--- config.mk ---
export PLATFORM = sky130hd
export DESIGN_NAME = bpa_shift_sequencer
export DESIGN_NICKNAME = d
export VERILOG_FILES = /design/src/rtl/bpa_shift_sequencer.sv
export SDC_FILE = /design/constraint.sdc
export NUM_CORES = 1
export LEC_CHECK = 0
export ABC_CLOCK_PERIOD_IN_PS = 57500
export CELL_PAD_IN_SITES_DETAIL_PLACEMENT = 0
export CELL_PAD_IN_SITES_GLOBAL_PLACEMENT = 2
export CORE_ASPECT_RATIO = 1.4
export CORE_MARGIN = 2
export CORE_UTILIZATION = 35
export CTS_CLUSTER_DIAMETER = 100
export DETAILED_ROUTE_END_ITERATION = 7
export GPL_TIMING_DRIVEN = 1
export PLACE_DENSITY_LB_ADDON = 0.15
export SYNTH_ARGS = -nofsm -noshare
export SYNTH_HDL_FRONTEND = slang
export SYNTH_SLANG_ARGS = --single-unit
--- constraint.sdc ---
create_clock -name clk -period 57.5 [get_ports clk]
set_input_delay 11.5 -clock clk [delete_from_list [all_inputs] [get_ports clk]]
set_output_delay 11.5 -clock clk [all_outputs]
set_load 0.005 [all_outputs]
--- src/rtl/bpa_shift_sequencer.sv ---
`default_nettype none
// ============================================================================
// Module   : bpa_shift_sequencer
// Brief    : Sequential right-shift-reduce: acc >>= amt[k], one word per clock,
//            with start/result handshakes, abort and early zero termination.
// Revision : 1.0 - initial release
// ============================================================================
module bpa_shift_sequencer #(
  parameter int N_WORDS = 48,
  parameter int W       = 10,
  parameter int CNT_W   = 6
) (
  input  logic                 clk,
  input  logic                 rst,
  input  logic                 start_valid,
  output logic                 start_ready,
  input  logic [W-1:0]         seed,
  input  logic [N_WORDS*W-1:0] amounts,
  input  logic                 abort,
  output logic [W-1:0]         result,
  output logic                 result_valid,
  input  logic                 result_ready,
  output logic                 busy,
  output logic                 early_zero,
  output logic [CNT_W-1:0]     steps
);

  localparam logic [1:0]       c_idle = 2'd0;
  localparam logic [1:0]       c_run  = 2'd1;
  localparam logic [1:0]       c_done = 2'd2;
  localparam logic [CNT_W-1:0] c_last = CNT_W'(N_WORDS - 1);
  localparam logic [W-1:0]     c_w    = W'(W);

  logic [1:0]           r_state;
  logic [W-1:0]         r_acc;
  logic [CNT_W-1:0]     r_k;
  logic [CNT_W-1:0]     r_steps;
  logic                 r_early_zero;
  logic [N_WORDS*W-1:0] r_bank;
  logic [W-1:0]         w_amt;
  logic [W-1:0]         w_shifted;

  assign w_amt     = r_bank[int'(r_k)*W +: W];
  // Amounts at or beyond the accumulator width flush it to zero.
  assign w_shifted = (w_amt >= c_w) ? '0 : (r_acc >> w_amt);

  // Shadow bank only matters after an accept, so it carries no reset.
  always_ff @(posedge clk) begin
    if (r_state == c_idle && start_valid && !rst) begin
      r_bank <= amounts;
    end
  end

  always_ff @(posedge clk) begin
    if (rst) begin
      r_state      <= c_idle;
      r_acc        <= '0;
      r_k          <= '0;
      r_steps      <= '0;
      r_early_zero <= 1'b0;
    end else begin
      case (r_state)
        c_idle: begin
          if (start_valid) begin
            r_acc        <= seed;
            r_k          <= '0;
            r_steps      <= '0;
            r_early_zero <= 1'b0;
            r_state      <= c_run;
          end
        end
        c_run: begin
          if (abort) begin
            r_state      <= c_idle;
            r_steps      <= '0;
            r_early_zero <= 1'b0;
          end else if (r_acc == '0) begin
            r_state      <= c_done;
            r_early_zero <= 1'b1;
          end else begin
            r_acc   <= w_shifted;
            r_k     <= r_k + 1'b1;
            r_steps <= r_steps + 1'b1;
            if (r_k == c_last) begin
              r_state <= c_done;
            end
          end
        end
        c_done: begin
          if (abort) begin
            r_state      <= c_idle;
            r_steps      <= '0;
            r_early_zero <= 1'b0;
          end else if (result_ready) begin
            r_state <= c_idle;
          end
        end
        default: r_state <= c_idle;
      endcase
    end
  end

  assign start_ready  = (r_state == c_idle) && !rst;
  assign result_valid = (r_state == c_done);
  assign busy         = (r_state != c_idle);
  assign result       = r_acc;
  assign early_zero   = r_early_zero;
  assign steps        = r_steps;

endmodule
`default_nettype wire

==> results.md <==
- Clock-pin slew on the worst setup and hold paths: approximately 0.060 ns
- Crit Path Max Fanout: 21
- Post-CTS setup buffers: 0
- 1st-iter DRT viols: 600
- Dpl hpwl: 41.0 mm
- Ys async rst share: 0%
- Crit end category: output port
- Final WS setup: 33.23 ns
- Share of cells above drive strength 1: just under 9%
- Initial Utilization: a little over a third
- Synth Area in Adders: less than 1%
- GR Overflow Total: 0
- Clk sinks: 505
- Syn nets: 1527
- Post-Synth XOR/XNOR Area: 0.358%
- Max_cap viols: 0
- Maximum VDD drop: 0.0194 mV
- Synth Register Bits: 505
- Synth Area per Inst: approximately 19 µm²
- Hold WS: around 0.5 ns
- Hold Crit Class: register to register
- Final max-slew violation count: 0
- WL per Instance: between 20 and 25 µm
- CTS resizes: 0
- EDFF count, synth: 480
- Compound-Gate Fraction of Synth Area: 5.30%
- Clock root cell: clkbuf_16
- Cell Pwr Density: between 30 and 40 nW/µm²
- Vias in the first global route: 12554
- Port Buf Inserts: approximately 510
- Primary FF master, synth: edfxtp_1
- Vias/cell: 4.92
- First-pass GRT wire length: 80.9 mm
- Placed cell area: 25400 µm²
- DIE HEIGHT: 284 µm
- GP Congestion: 0.766
- Mapped Area: 19600 µm²
- Mapped Cells: 1030
- Ports: 515
- DR DRC count: 0
- Hold_buf cts: 0
- Clk_lat worst skew: just under 0.6 ns
- Total Routing Usage GR: just under 20%
- Drt pass-1 iters: 5
- Synth warn: 0
- Crit Path Class: primary input to output port
- Sequential fraction of the synthesis area: 76.2%
- Pre-CTS WS: between 30 and 40 ns
- Hold violation total from the final report: 0
- Lkg Pwr: 8.81 nW
- Sequential Area: 14900 µm²
- WP data required: ~46 ns
- Die footprint: 57900 µm²
- Layout area overhead: 38.0%
- Setup TNS Final: 0 ns
- Final worst path period share: 42.2%
- Final Util: between 40% and 50%
- CTS tree: yes
- Synth area leader: edfxtp_1
- Fin Clk Skew: 0.0154 ns
- CTS Buffer Depth: 3
- Fmax: 41.2 MHz
- Cell area after layout: 27000 µm²
- # rows: 102
- Num CTS Buffers: 51
- Core Area: 55300 µm²
- Post-synth top cells: edfxtp_1, mux2i_1, nor2_1, mux4_2, mux4_1
- Non-Filler Instances: 2332
- Area contributors post-synth: edfxtp_1, mux4_1, mux4_2, mux2i_1, dfxtp_1
- Number of antenna violations at the first check in global routing: 16
- WP data arrival: 12.77 ns
- Routed via count: 11484
- Largest net degree at the start of global routing: 182
- Mux cell area share after synthesis: a little over a tenth
- Largest family of logic cells by synthesized area: multiplexers
- Nets: 2058
- Total power draw: 0.829 mW
- Crit path launch type: primary input
- Status: complete, no violations
- Unrepaired setup endpoints after global routing: no
- # placed instances: approximately 2200
- Origin of the worst min-delay path: steps[5]
- Crit. Startpoint: rst
- FILL cells: 4734
- Tmin final: 24.27 ns
- Htree depth: 2
- Die width: roughly 200 µm
- ANT nets after route: 0
- WL final: approximately 57 mm
- Relative slew margins: between 20% and 30%
- Post-synth top area share: between 70% and 80%
- Tightest Pin Transition: roughly 1.1 ns
- Cell variety after synth: 71
- Setup violations, final: 0
- Synth Area in Simple Gates: between 5 and 6%
- Area of the multi-input gates: ~4300 µm²
- Count leader, synth: edfxtp_1
- Worst R2R Start: r_k[2]
state kept, by name (all words and copies together), names as in the netlist:
name / flops
steps: 6
r_bank: 480
r_state: 2
early_zero: 1
r_k: 6
result: 10
layer usage:
metal	up-vias	wire length, µm	track usage, %	part of all wire (%)
met5	-	125	0	0.22
met4	20	1070	5.33	1.9
met3	77	4790	6.38	8.4
met2	407	29400	34.5	52
met1	5652	21400	21.9	38
li1	5328	-	-	-
placed cells by master (no fill, tap or decap), types with 4 or more instances in the layout:
cell type          n
mux4_2            31
a221oi_1           8
clkbuf_16         51
edfxtp_1         480
or4_1              9
or3_1              7
nand3_1           17
a21oi_1           29
nand2b_1           5
o211ai_1           5
nor3_1            25
buf_4             12
o2bb2ai_1          5
nand2_1           24
xnor2_1            4
nor4_1            18
o21ai_0           12
nor2b_1            8
clkinv_1           9
diode_2            8
mux2_2             8
dfxtp_1           21
clkbuf_1           8
a31oi_1            4
a211o_1            4
mux2i_1           53
nand4_1            7
clkinv_2           7
nor2_1            52
clkinv_4           4
inv_1              5
xor2_1             4
mux4_1            30
a22oi_1           27
o31ai_1            8
clkdlybuf4s50_1  514
bufinv_16          4
a211oi_1           9
where the power goes:
group | switching, mW | internal, mW | leakage [nW]
clock network | 0.141 | 0.181 | 0.769
registers | 0.00597 | 0.423 | 4.66
logic | 0.0314 | 0.0468 | 3.38
total | 0.178 | 0.651 | 8.81
worst max-delay path, cell delays in order:
cell and delay, ns:
clkdlybuf4s50_1 0.40, buf_4 0.21, nor2_1 0.13, clkdlybuf4s50_1 0.52
kinds of logic after synthesis:
kind of cell / count (synthesis)
simple gates: 194
fa+ha+maj: 2
xor+xnor: 8
compound gates: 142
mux: 122
buf+inv: 57
flops: 505
worst paths after layout:
check	to	slack, ns	cells after the start
worst max-delay path	start_ready	33.23	4
worst min register to register	steps[5]	0.50	2
worst max register to register	result[7]	52.66	10
worst min-delay path	steps[5]	0.50	2
layout make-up:
type / count / area share [%]
multi-input cells: 468 / 15.8
clock inverters: 29 / 1.04
diodes: 8 / 0.0741
flip-flops and latches: 505 / 55.3
inverters: 7 / 0.0973
well taps: 728 / 3.37
repair buffers: 528 / 19.5
clock buffers: 59 / 4.84
(Power assumes the default switching activity.)
